$ cat config.mk
export PLATFORM = sky130hd
export DESIGN_NAME = uart_tx
export DESIGN_NICKNAME = d
export VERILOG_FILES = /design/src/rtl/uart_pkg.sv /design/src/rtl/sync_fifo.sv /design/src/rtl/uart_tx.sv
export SDC_FILE = /design/constraint.sdc
export NUM_CORES = 1
export LEC_CHECK = 0
export CORE_ASPECT_RATIO = 2
export CORE_MARGIN = 5
export CORE_UTILIZATION = 50
export CTS_BUF_LIST = sky130_fd_sc_hd__clkbuf_4 sky130_fd_sc_hd__clkbuf_8
export DETAILED_ROUTE_END_ITERATION = 8
export GPL_TIMING_DRIVEN = 0
export PLACE_DENSITY = 0.71
export SLEW_MARGIN = 20
export SYNTH_ARGS = -nofsm -noshare
export SYNTH_HDL_FRONTEND = slang
export SYNTH_HIERARCHICAL = 1
export SYNTH_SLANG_ARGS = --single-unit
export TNS_END_PERCENT = 20
$ cat constraint.sdc
create_clock -name clk -period 2.8 [get_ports clk]
set_input_delay 0.56 -clock clk [delete_from_list [all_inputs] [get_ports clk]]
set_output_delay 0.56 -clock clk [all_outputs]
set_load 0.05 [all_outputs]
$ cat src/rtl/uart_pkg.sv
// uart_pkg
// Definitions shared by the UART transmitter and its testbench:
//   tx_state_t            - transmitter FSM states
//   DATA_BITS, STOP_BITS  - 8N1 frame shape
//   DEFAULT_CLKS_PER_BIT  - default clk cycles per serial bit
package uart_pkg;

    typedef enum logic [1:0] {
        IDLE  = 2'd0,
        START = 2'd1,
        DATA  = 2'd2,
        STOP  = 2'd3
    } tx_state_t;

    localparam int DATA_BITS            = 8;
    localparam int STOP_BITS            = 1;
    localparam int DEFAULT_CLKS_PER_BIT = 868;

endpackage

$ cat src/rtl/sync_fifo.sv
// sync_fifo
// Single-clock FIFO with a registered occupancy count. The head entry is
// presented combinationally from the storage array, so a pop consumes the
// value visible on head in the same cycle.
// Ports:
//   clk    in   rising-edge clock
//   rst    in   synchronous active-high reset (flushes pointers and count)
//   push   in   write din at the tail (ignored when full)
//   din    in   WIDTH-bit write data
//   pop    in   advance the head (ignored when empty)
//   head   out  WIDTH-bit oldest entry
//   count  out  number of stored entries, 0..DEPTH
module sync_fifo #(
    parameter int WIDTH = 8,
    parameter int DEPTH = 4
) (
    input  logic                     clk,
    input  logic                     rst,
    input  logic                     push,
    input  logic [WIDTH-1:0]         din,
    input  logic                     pop,
    output logic [WIDTH-1:0]         head,
    output logic [$clog2(DEPTH):0]   count
);

    localparam int PTR_W = $clog2(DEPTH);
    localparam int CNT_W = PTR_W + 1;

    logic [WIDTH-1:0] mem [DEPTH];
    logic [PTR_W-1:0] wr_ptr;
    logic [PTR_W-1:0] rd_ptr;
    logic [CNT_W-1:0] count_q;
    logic             wr_en;
    logic             rd_en;

    // Guard locally as well, so the FIFO stays consistent even if a caller
    // ignores its own flow control.
    assign wr_en = push && (count_q != CNT_W'(DEPTH));
    assign rd_en = pop && (count_q != '0);

    // DEPTH is a power of two, so pointer overflow wraps modulo DEPTH.
    always_ff @(posedge clk) begin
        if (rst) begin
            wr_ptr  <= '0;
            rd_ptr  <= '0;
            count_q <= '0;
        end else begin
            if (wr_en) wr_ptr <= wr_ptr + PTR_W'(1);
            if (rd_en) rd_ptr <= rd_ptr + PTR_W'(1);
            case ({wr_en, rd_en})
                2'b10:   count_q <= count_q + CNT_W'(1);
                2'b01:   count_q <= count_q - CNT_W'(1);
                default: count_q <= count_q;
            endcase
        end
    end

    always_ff @(posedge clk) begin
        if (wr_en) mem[wr_ptr] <= din;
    end

    assign head  = mem[rd_ptr];
    assign count = count_q;

endmodule

$ cat src/rtl/uart_tx.sv
// uart_tx
// 8N1 serial transmitter fed by a small byte FIFO. Bytes accepted on
// valid & ready are queued and sent LSB first; consecutive queued bytes are
// sent back to back with no idle gap between stop and next start bit.
// Ports:
//   clk      in   rising-edge clock
//   rst      in   synchronous active-high reset; aborts any frame, flushes FIFO
//   data_in  in   byte to send, sampled on the accept edge
//   valid    in   data_in is offered
//   ready    out  FIFO has room (count < FIFO_DEPTH)
//   dout     out  registered serial line, idle high
//   busy     out  frame in progress or bytes queued
//
// state | meaning
// IDLE  | line high, waiting for a queued byte
// START | start bit (low) for CLKS_PER_BIT cycles
// DATA  | data bits, shift[0] on the line, LSB first
// STOP  | stop bit (high); then next frame or IDLE
module uart_tx
    import uart_pkg::*;
#(
    parameter int CLKS_PER_BIT = DEFAULT_CLKS_PER_BIT,
    parameter int FIFO_DEPTH   = 4
) (
    input  logic                 clk,
    input  logic                 rst,
    input  logic [DATA_BITS-1:0] data_in,
    input  logic                 valid,
    output logic                 ready,
    output logic                 dout,
    output logic                 busy
);

    localparam int BAUD_W = $clog2(CLKS_PER_BIT);
    localparam int BIT_W  = $clog2(DATA_BITS);
    localparam int CNT_W  = $clog2(FIFO_DEPTH) + 1;

    localparam logic [BAUD_W-1:0] BAUD_LAST = BAUD_W'(CLKS_PER_BIT - 1);
    localparam logic [BIT_W-1:0]  DATA_LAST = BIT_W'(DATA_BITS - 1);
    localparam logic [BIT_W-1:0]  STOP_LAST = BIT_W'(STOP_BITS - 1);

    tx_state_t             state_q, state_d;
    logic [BAUD_W-1:0]     baud_q, baud_d;
    logic [BIT_W-1:0]      bit_q, bit_d;
    logic [DATA_BITS-1:0]  shift_q, shift_d;
    logic                  dout_q, dout_d;

    logic                  push;
    logic                  pop;
    logic                  load;
    logic                  bit_end;
    logic [DATA_BITS-1:0]  fifo_head;
    logic [CNT_W-1:0]      fifo_count;

    assign ready = (fifo_count < CNT_W'(FIFO_DEPTH));
    assign push  = valid && ready;
    assign busy  = (state_q != IDLE) || (fifo_count != '0);
    assign dout  = dout_q;

    sync_fifo #(
        .WIDTH (DATA_BITS),
        .DEPTH (FIFO_DEPTH)
    ) u_fifo (
        .clk   (clk),
        .rst   (rst),
        .push  (push),
        .din   (data_in),
        .pop   (pop),
        .head  (fifo_head),
        .count (fifo_count)
    );

    // Baud timer counts down from CLKS_PER_BIT-1; zero marks the last cycle
    // of the current bit.
    assign bit_end = (baud_q == '0);

    always_comb begin
        state_d = state_q;
        baud_d  = baud_q;
        bit_d   = bit_q;
        shift_d = shift_q;
        dout_d  = dout_q;
        load    = 1'b0;

        case (state_q)
            IDLE: begin
                dout_d = 1'b1;
                load   = (fifo_count != '0);
            end
            START: begin
                if (bit_end) begin
                    state_d = DATA;
                    baud_d  = BAUD_LAST;
                    bit_d   = '0;
                    dout_d  = shift_q[0];
                end else begin
                    baud_d = baud_q - BAUD_W'(1);
                end
            end
            DATA: begin
                if (bit_end) begin
                    baud_d  = BAUD_LAST;
                    shift_d = shift_q >> 1;
                    if (bit_q == DATA_LAST) begin
                        state_d = STOP;
                        bit_d   = '0;
                        dout_d  = 1'b1;
                    end else begin
                        bit_d  = bit_q + BIT_W'(1);
                        dout_d = shift_q[1];
                    end
                end else begin
                    baud_d = baud_q - BAUD_W'(1);
                end
            end
            STOP: begin
                if (bit_end) begin
                    if (bit_q == STOP_LAST) begin
                        // Chain straight into the next start bit when a byte
                        // is waiting, otherwise fall back to IDLE.
                        state_d = IDLE;
                        bit_d   = '0;
                        dout_d  = 1'b1;
                        load    = (fifo_count != '0);
                    end else begin
                        bit_d  = bit_q + BIT_W'(1);
                        baud_d = BAUD_LAST;
                    end
                end else begin
                    baud_d = baud_q - BAUD_W'(1);
                end
            end
            default: begin
                state_d = IDLE;
                dout_d  = 1'b1;
            end
        endcase

        if (load) begin
            state_d = START;
            shift_d = fifo_head;
            baud_d  = BAUD_LAST;
            bit_d   = '0;
            dout_d  = 1'b0;
        end
    end

    assign pop = load;

    always_ff @(posedge clk) begin
        if (rst) begin
            state_q <= IDLE;
            baud_q  <= '0;
            bit_q   <= '0;
            shift_q <= '0;
            dout_q  <= 1'b1;
        end else begin
            state_q <= state_d;
            baud_q  <= baud_d;
            bit_q   <= bit_d;
            shift_q <= shift_d;
            dout_q  <= dout_d;
        end
    end

endmodule

Yosys cells after proc, flatten, opt, wreduce, memory -nomap -nowiden
Memory sizes are Yosys's and may differ from the RTL's. A register that Yosys moved wholly into a read port is not among the register bits.
Index checks and enable logic that the tools add are counted.
{ "word_totals": {"ff_bits": 31, "ramBits": 32, "in_bits": 11, "output_inout_bits": 3, "elab_cells": 98, "memories": 1} }
{ "op_classes": {"add_sub_neg": 6, "order_cmp": 1, "eq_ne": 19, "n_mux": 36, "reduce_logical": 25} }
{ "memory_table": {"columns": ["name", "depth", "width", "read_ports", "rd_ports_with_merged_regs", "write_ports", "line", "rtl"], "rows": [
  ["u_fifo.mem", 4, 8, 1, 1, 1, "sync_fifo.sv:29", "logic [WIDTH-1:0] mem [DEPTH];"]
]} }
{ "op_table": {"columns": ["cell", "count"], "rows": [
  ["$mux 10", 4],
  ["$mux 8", 3],
  ["$pmux 10 s2", 1],
  ["$mux 3", 5],
  ["$ne 3x2->1 const B", 5],
  ["$mux 2", 7],
  ["$reduce_and 6->1", 2],
  ["$mux 1", 11],
  ["$logic_not 10->1", 1],
  ["$ne 2x2->1 const B", 5],
  ["$reduce_bool 2->1", 5],
  ["$sub 10x1->10 const B", 1],
  ["$pmux 3 s3", 1],
  ["$reduce_bool 3->1", 3],
  ["$reduce_and 4->1", 2],
  ["$add 3x1->3 const B", 2],
  ["$eq 2x2->1 const B", 3],
  ["$ne 3x3->1 const B", 2],
  ["$pmux 2 s3", 1],
  ["$pmux 3 s2", 1],
  ["$reduce_and 2->1", 3],
  ["$add 2x1->2 const B", 2],
  ["$eq 2x1->1 const B", 2],
  ["$ne 4x3->1 const B", 1],
  ["11 further kinds", 14]
]} }

Logic depth before layout (Yosys ltp)
Gate-level depths: netlist of run 1.
{ "depth": {"depth_word": 7, "mapped_depth": 13, "ltp_nobuf": 13} }

Cells and area by module
Netlist of run 1, hierarchy kept.
{ "modules_own_cells": {"columns": ["module", "instances", "cells_each", "area_each_um2", "seq_area_each_um2"], "rows": [
  ["sync_fifo", 1, 92, 1646.6, 1141.1],
  ["uart_tx", 1, 174, 1426.4, 480.5]
]} }

Worst setup path after synthesis of run 1
Ideal clock, no wire load.
{ "synth_timing": {"path_type": "register to register", "start": "register state_q[1]", "end": "register u_fifo.count_q[2], in the netlist u_fifo/count[2]", "setup_ns": 0.070, "arrival_time_ns": 2.621, "t_required_ns": 2.730, "setup_slack_ns": 0.108, "path_stages_with_launch": 14, "n_path_buf": 1, "cell_sequence": "dfxtp_1 ha_1 buf_2 and3b_1 and4_1 o21ai_2 clkinv_1 o31a_2 ha_1 inv_1 fa_1 xor2_1 or3_1 a21oi_1"} }
{ "synth_between": {"elab_chain_cells": 5, "elab_cells_between_ends": 8, "classes_between": "3 x eq/ne; 2 x mux; 3 x reduce/logical"} }
{ "synth_lines": {"columns": ["item", "line", "rtl"], "rows": [
  ["from (decl)", "uart_tx.sv:42", "tx_state_t state_q, state_d;"],
  ["from (signal assigned)", "uart_tx.sv:158", "state_q <= state_d;"],
  ["$eq 2x2->1 or $logic_not 2->1 (tied branches)", "uart_tx.sv:85", "case (state_q)"],
  ["$pmux 1 s2 (*)", "uart_tx.sv:85", null],
  ["named net load", "uart_tx.sv:50", "logic load;"],
  ["$logic_and 1x1->1 (*)", "sync_fifo.sv:39", "assign rd_en = pop && (count_q != '0);"],
  ["named net u_fifo.rd_en", "sync_fifo.sv:34", "logic rd_en;"],
  ["$eq 2x1->1 or $eq 2x2->1 (tied branches)", "sync_fifo.sv:50", "case ({wr_en, rd_en})"],
  ["$pmux 3 s2 or $reduce_bool 2->1 (tied branches)", null, null],
  ["to (signal assigned)", "sync_fifo.sv:51", "2'b10: count_q <= count_q + CNT_W'(1);"],
  ["to (signal assigned)", "sync_fifo.sv:52", "2'b01: count_q <= count_q - CNT_W'(1);"],
  ["to (signal assigned)", "sync_fifo.sv:53", "default: count_q <= count_q;"],
  ["to (decl)", "sync_fifo.sv:32", "logic [CNT_W-1:0] count_q;"]
]} }
The timed path passes the listed nets; every way through them passes the cells marked *.
A chain may end at the register's enable or synchronous reset.

Worst setup path after layout of run 1
Same ends and word-level chain as after synthesis.

==> results of run 1 <==
[stage by stage]
step	cell area, µm²	hold slack (ps)	util
floorplan	3070	444	-
global placement	3270	457	0.545
detailed placement	3270	481	0.545
CTS	3500	496	0.583
global route	3550	511	0.591
finish	3550	494	0.591
[power by group through the flow]
| stage | Clock (W) | Sequential, W | Combinational (W) |
|---|---|---|---|
| floorplan | 0 | 0.00140 | 0.00144 |
| global route | 0.000818 | 0.00146 | 0.00220 |
| finish | 0.000750 | 0.00144 | 0.00200 |
| CTS | 0.000762 | 0.00142 | 0.00197 |
| detailed placement | 0 | 0.00144 | 0.00186 |
| global placement | 0 | 0.00142 | 0.00183 |
[cells in the final DEF, fill, tap and decap left out, drive strengths merged, types with 12 or more instances in the layout]
cell type      count
dfxtp             33
clkbuf            13
nor2              28
buf               12
ha                14
a21oi             17
edfxtp            32
clkdlybuf4s50     12
nand2             24
inv               17
[worst max-delay path, cell delays in order (launching register included)]
cell	delay, ps
dfxtp_4	370
ha_2	180
buf_6	110
and3b_2	220
and4_4	250
o21ai_4	90
inv_4	100
o31a_4	150
ha_2	180
inv_1	50
fa_2	330
xor2_1	150
or3_1	310
a21oi_1	140
[what timing repair did]
item                                    in CTS  in global routing
resized for setup                           10                  7
pin swaps                                    2                  0
setup buffers                                4                  2
hold buffers                                 0                  0
endpoints found under the setup margin       2                  1
[layer usage]
metal  vias up  global-route usage  part of all wire
met2        36               0.333              0.57
met4         0               0.123             0.051
met3        25              0.0399             0.024
met5         -                   0                 0
met1      1042               0.175              0.36
li1       1028                   -                 -
[registers in the layout, summed over array words and instances, names as in the netlist, named ones only]
name	flops
state_q	2
baud_q	10
u_fifo/wr_ptr	2
u_fifo/mem	32
dout	1
u_fifo/count	3
bit_q	3
shift_q	8
u_fifo/rd_ptr	2
[path summary, 6_finish.rpt]
kind,slack [ps],start,end,depth (start not counted)
hold reg to reg,490,shift_q[4],shift_q[4],2
setup reg to reg,80,state_q[1],u_fifo/count[2],13
hold / removal,490,shift_q[4],shift_q[4],2
setup / recovery,80,state_q[1],u_fifo/count[2],13
[kinds of logic after synthesis]
| family | share of synthesized area |
|---|---|
| AO/OA/AOI/OAI | 0.121 |
| XOR/XNOR | 0.0195 |
| adder cells (fa/ha/maj) | 0.0635 |
| buffers and inverters | 0.0383 |
| flip-flops | 0.528 |
| multiplexers | 0.0765 |
| AND/OR/NAND/NOR | 0.153 |
[area by class of cell]
cell class	count	area (µm²)
inverters	17	66.3
plain buffers	9	60.1
flip-flops and latches	65	1630
clock buffers	10	131
fillers	504	2460
clock inverters	5	47.5
well taps	63	78.8
multi-input cells	175	1370
repair buffers	18	165
==> flow_summary.toml, run 1 <==
[power]
totalPowerFinal_w = 0.00419
pwr-share-seq = 0.343
irDropWorstVdd_mv = 0.526
switching_share = 0.411
p_sw_w = 0.00172
p_clk_frac = 0.179
p_per_area_nw_per_um2 = 1180
leakagePower_nw = 1.28
pwr-share-comb = 0.478
p_int_w = 0.00247

[timing]
tightest_slew_ps = 509
finalHoldViolations = 0
fmax_ghz = 0.367
setup_ws_ps = 76.7
skew_ps = 11.4
fin_crit_ps = 2720
rsz0062_at_grt = "no"
final.setup.tns_ps = 0
finalMaxSlewViolations = 0
setup_viol = 0
post-route-period-util = 0.973
slew_headroom = 0.661

[logic_synthesis]
yosysMostFrequentCell = "dfxtp_1"
synthFlopType = "dfxtp_1"
synth_warnings = 6
syn_area_per_cell_um2 = 11.6
syn_area_um2 = 3070
synth_top_area_share = 0.313
synthCells = 266
synth_area_leaders = "edfxtp_1, dfxtp_1, mux4_2"
ys_seq_elements = 65
synth.distinct_cells = 58
synth_edf_count = 32
synth_nets = 292
async_flop_share = 0
synth.cells.most_frequent = "dfxtp_1, edfxtp_1, nor2_1, nand2_1"
yosysSeqAreaShare = 0.528
yosys.area.top_type = "edfxtp_1"

[clock_network]
cts_buffers = 9
cts.sinks = 65
cts_root_buf = "clkbuf_8"
clockBufferDepth = 2
cts.htree.levels = 3
clock_latency_ps = 350
cts_tree = "yes"
clkTransAtPathRegs_ps = 70

[drt]
drc_errors = 0
vias = 2131
first_pass_iters = 4
drt-total-wl_um = 6420
drt_first_iter_violations = 79
post_drt_via_cell_ratio = 5.89
avgRoutedWirePerCell_um = 17.7
drtAntennaViolNets = 0

[global_routing]
grt_use_total = 0.183
grt-ovfl-total = 0
first_global_vias = 2344
antenna_found_initial = 0
grt_max_degree = 11
grt_first_pass_wirelength_um = 10800

[final_layout]
layout-drive-gt1-share = 0.184
antenna_cells = 0
fin_nets = 321
fin_cells = 362
syn_to_final_growth_pct = 15.4

[run_status]
status = "finished clean"

[worst_setup_path]
crit_path_end_kind = "flop"
worstSetupStartpointType = "flop"
cp_max_fo = 6
cp_data_required_time_ps = 3070
path_class = "flop to flop"
arrival_ps = 3000

[placement]
dpl.hpwl_um = 4570
port_buffers = 12
dp_cells = 341
gp_congestion = 0.789
place_ws_ps = -295

[floorplanning]
initial_core_util = 0.512
die_width_um = 65.4
rows = 40
core_um2 = 6010
die_h_um = 121
io_pins = 14
fp.dieArea_um2 = 7910

[flow_run]
maxCapViolations = 0

[hold_path]
min-delay-path-class = "flop to flop"
Power figures use the tool's default switching activity.
==> inputs of run 2 (changes only) <==
CORE_ASPECT_RATIO = 1.1   (was 2)
==> flow_summary.toml, run 2 (same netlist as run 1, synthesis figures left out) <==
[placement]
dpl.hpwl_um = 3890
place_ws_ps = -243
port_buffers = 12
dpl_cell_area_um2 = 3290
gp_congestion = 0.876

[clock_network]
cts_buffers = 9
cts_root_buf = "clkbuf_8"
cts.htree.levels = 3
ctsHoldBuffers = 0
cts.sinks = 65
clock_latency_ps = 340
cts_tree = "yes"
clockBufferDepth = 2
clkTransAtPathRegs_ps = 70

[drt]
drc_errors = 0
first_pass_iters = 4
drtAntennaViolNets = 0
vias = 2107
avgRoutedWirePerCell_um = 15.2
post_drt_via_cell_ratio = 5.53
drt-total-wl_um = 5790
drt_first_iter_violations = 177

[final_layout]
largest_reg_flops = 32
layout-drive-gt1-share = 0.193
multiInputGateArea_um2 = 1380
layout_common_cells = "edfxtp_1, dfxtp_1, nor2_1"
fin_nets = 322
nFillCells = 518
regArea_um2 = 1630
antenna_cells = 0
syn_to_final_growth_pct = 18.0
finalInstanceArea_um2 = 3620
final_common_cell = "edfxtp_1"
top_register = "u_fifo/mem"
reg_top3 = "u_fifo/mem (32), baud_q (10), shift_q (8)"

[flow_run]
maxCapViolations = 0

[timing]
finalHoldViolations = 0
rsz0062_at_grt = "no"
post-route-period-util = 0.957
fin_crit_ps = 2680
tightest_slew_ps = 495
slew_headroom = 0.667
skew_ps = 8.37
finalMaxSlewViolations = 0
fmax_ghz = 0.373
setup_viol = 0
holdWs_ps = 465
setup_ws_ps = 120

[power]
p_sw_w = 0.00170
totalPowerFinal_w = 0.00429
leakagePower_nw = 1.29
p_clk_frac = 0.202
pwr-share-seq = 0.333
p_per_area_nw_per_um2 = 1180
irDropWorstVdd_mv = 0.485
pwr-share-comb = 0.466
switching_share = 0.397
p_int_w = 0.00259

[floorplanning]
initial_core_util = 0.505
die_h_um = 92.2
core_um2 = 6080
rows = 30
io_pins = 14
fp.dieArea_um2 = 7820
die_width_um = 84.7

[worst_setup_path]
path_class = "flop to flop"
crit_path_end_kind = "flop"
worstSetupStartpointType = "flop"
cp_data_required_time_ps = 3070
path_cells = "ha_1, buf_6, and3b_2, and4_4, o21ai_4, inv_4, o31a_4, ha_4, inv_1, fa_1, xor2_1, or3_1, a21oi_2"
arrival_ps = 2950
slowest_delay_ps = 370
crit_slowest_cell = "dfxtp_4"
cp_max_fo = 6

[global_routing]
grt-ovfl-total = 0
grt_max_degree = 13
grt_use_total = 0.158
grt_first_pass_wirelength_um = 9620
first_global_vias = 2042
antenna_found_initial = 0

[run_status]
status = "finished clean"

[hold_path]
min-delay-path-class = "flop to flop"
==> run 2: worst paths after layout <==
kind	slack (ps)	cells after the start	start	endpoint
max	120	13	state_q[1]	u_fifo/count[2]
min	470	2	shift_q[0]	shift_q[0]
max reg2reg	120	13	state_q[1]	u_fifo/count[2]
min reg2reg	470	2	shift_q[0]	shift_q[0]
==> run 2: repair_timing <==
action / CTS / global route
pin swaps: 2 / 1
endpoints found under the setup margin: 2 / 2
hold endpoints to repair: 0 / 0
setup buffers: 3 / 4
resized for setup: 8 / 9
==> run 2: cell type report <==
cell class | count | area share
buffer | 9 | 0.0166
clock buffer | 9 | 0.0342
clock inverter | 7 | 0.0262
inverter | 17 | 0.0183
multi-input combinational | 175 | 0.381
sequential | 65 | 0.449
tap | 80 | 0.0276
timing repair buffer | 19 | 0.0476
==> run 2: per-stage QoR <==
stage | instances | utilization | TNS (ps)
finish | 381 | 0.596 | 0
floorplan | 266 | - | 0
detailed placement | 358 | 0.542 | -300
global placement | 358 | 0.542 | -285
CTS | 377 | 0.583 | 0
global route | 381 | 0.596 | 0
==> run 2: power groups by stage <==
stage	sequential, W	combinational (W)	clock (W)
after floorplan	0.00140	0.00144	0
after global placement	0.00142	0.00180	0
after detailed placement	0.00143	0.00183	0
after CTS	0.00141	0.00190	0.000882
after global routing	0.00146	0.00220	0.000926
final	0.00143	0.00200	0.000865
==> run 2: critical path, delay by kind of cell (launching register included) <==
family / cells / cell delay [ps]
AO/OA/AOI/OAI: 3 / 400
XOR/XNOR: 1 / 160
adder cells (fa/ha/maj): 3 / 640
buffers and inverters: 3 / 230
flip-flops: 1 / 370
AND/OR/NAND/NOR: 3 / 800
==> run 2: metal layers <==
metal	vias up	wire length (µm)	track usage
li1	1031	-	-
met1	1023	2530	0.187
met2	43	2920	0.263
met3	10	248	0.0323
met4	0	93	0.0910
met5	-	0	0
==> inputs of run 3 (changes only) <==
RECOVER_POWER = 25   (was unset)
==> flow_summary.toml, run 3 (same netlist as run 1, synthesis figures left out) <==
[run_status]
status = "finished clean"

[floorplanning]
die_width_um = 84.7
rows = 30
core_um2 = 6080
io_pins = 14
fp.dieArea_um2 = 7820
die_h_um = 92.2
initial_core_util = 0.505

[placement]
gp_congestion = 0.876
dpl.hpwl_um = 3890
port_buffers = 12
dp_cells = 358

[final_layout]
antenna_cells = 0
largest_reg_flops = 32
regArea_um2 = 1630
multiInputGateArea_um2 = 1380
layout-drive-gt1-share = 0.193
reg_top3 = "u_fifo/mem (32), baud_q (10), shift_q (8)"
final_util = 0.596
layout_common_cells = "edfxtp_1, dfxtp_1, nor2_1"
fin_nets = 322
final_common_cell = "edfxtp_1"
syn_to_final_growth_pct = 18.0
top_register = "u_fifo/mem"
fin_cells = 381
nFillCells = 518

[hold_path]
holdCritStartpoint = "shift_q[0]"
hold_end = "shift_q[0]"
min_path_cells = 2
min-delay-path-class = "flop to flop"

[clock_network]
cts.htree.levels = 3
cts_buffers = 9
ctsHoldBuffers = 0
clkTransAtPathRegs_ps = 70
clockBufferDepth = 2
cts.sinks = 65
cts_root_buf = "clkbuf_8"
clock_latency_ps = 340
cts_tree = "yes"

[timing]
skew_ps = 8.37
slew_headroom = 0.667
setup_viol = 0
finalMaxSlewViolations = 0
tightest_slew_ps = 495
fin_crit_ps = 2680
post-route-period-util = 0.957
rsz0062_at_grt = "no"
fmax_ghz = 0.373
finalHoldViolations = 0
holdWs_ps = 465

[global_routing]
grt_use_total = 0.158
grt-ovfl-total = 0
grt_max_degree = 13
first_global_vias = 2042
grt_first_pass_wirelength_um = 9620
antenna_found_initial = 0

[drt]
drc_errors = 0
drtAntennaViolNets = 0
met2_wirelength_um = 2910
post_drt_via_cell_ratio = 5.53
top_layer = "met4"
avgRoutedWirePerCell_um = 15.2
vias = 2107
first_pass_iters = 4
wl_met1_um = 2530
met3_length_um = 248
drt_first_iter_violations = 177
drt-total-wl_um = 5790

[worst_setup_path]
crit_path_end_kind = "flop"
path_class = "flop to flop"
path_cells = "ha_1, buf_6, and3b_2, and4_4, o21ai_4, inv_4, o31a_4, ha_4, inv_1, fa_1, xor2_1, or3_1, a21oi_2"
cp_data_required_time_ps = 3070
r2r_end = "u_fifo/count[2]"
crit_slowest_cell = "dfxtp_4"
path_buf_inv = 3
arrival_ps = 2950
cpLargestDelayFamily = "simple AND/OR/NAND/NOR gates"
rr_startpoint = "state_q[1]"
worstSetupStartpointType = "flop"
slowest_delay_ps = 370
worstRegToRegCells = 13
r2r_slack_ps = 120
cp_max_fo = 6

[power]
p_per_area_nw_per_um2 = 1180
p_int_w = 0.00258
leakagePower_nw = 1.29
pwr-share-comb = 0.466
p_sw_w = 0.00170
totalPowerFinal_w = 0.00429
irDropWorstVdd_mv = 0.485
p_clk_frac = 0.202
pwr-share-seq = 0.333
switching_share = 0.397

[flow_run]
maxCapViolations = 0
==> run 3: cell types whose count changed in the layout (fill, tap and decap cells not counted), sizes merged <==
| cell | before | now |
|---|---|---|
| clkdlybuf4s50 | 12 | 5 |
| dlygate4sd3 | 0 | 7 |
==> run 3: routing by layer <==
layer  vias to the layer above  global-route usage
met2                        43               0.263
met5                         -                   0
met1                      1023               0.187
met4                         0              0.0910
li1                       1031                   -
met3                        10              0.0323
==> run 3: worst max path at each step <==
stage                     startpoint              end  slack [ps]  cells past startpoint
after detailed placement  state_q[1]  u_fifo/count[2]        -240                     13
after global placement    state_q[1]  u_fifo/count[2]        -230                     13
after floorplan           state_q[1]  u_fifo/count[2]         110                     13
final                     state_q[1]  u_fifo/count[2]         120                     13
after global routing      state_q[0]  u_fifo/count[2]          20                     12
after CTS                 state_q[1]  u_fifo/count[2]          10                     13
==> run 3: power by group through the flow <==
stage               sequential [W]  clock, W  combinational, W
finish                     0.00143  0.000865           0.00200
global route               0.00146  0.000926           0.00220
CTS                        0.00141  0.000882           0.00190
detailed placement         0.00143         0           0.00183
global placement           0.00142         0           0.00180
floorplan                  0.00140         0           0.00144
==> run 3: final cells by class <==
type / instances / area share
buffer: 9 / 0.0166
clock buffer: 9 / 0.0342
clock inverter: 7 / 0.0262
inverter: 17 / 0.0183
multi-input combinational: 175 / 0.381
sequential: 65 / 0.449
tap: 80 / 0.0276
timing repair buffer: 19 / 0.0476
==> run 3: what timing repair did <==
action | CTS | global route
setup buffers | 3 | 4
gates resized for setup | 8 | 9
pin swaps | 2 | 1
endpoints found under the setup margin | 2 | 2
==> run 3: worst reg2reg max path: cells and delay by family, from the launching register on <==
family	cells	cell delay, ps
AO/OA/AOI/OAI	3	400
XOR/XNOR	1	160
adder cells (fa/ha/maj)	3	650
buffers and inverters	3	230
flip-flops	1	370
AND/OR/NAND/NOR	3	800
==> run 3: stage by stage <==
stage | cell area, µm² | TNS (ps) | setup WS, ps
final | 3620 | 0 | 120
after detailed placement | 3290 | -300 | -243
after CTS | 3550 | 0 | 11.8
after global routing | 3620 | 0 | 19.3
after global placement | 3290 | -285 | -229
after floorplan | 3070 | 0 | 108
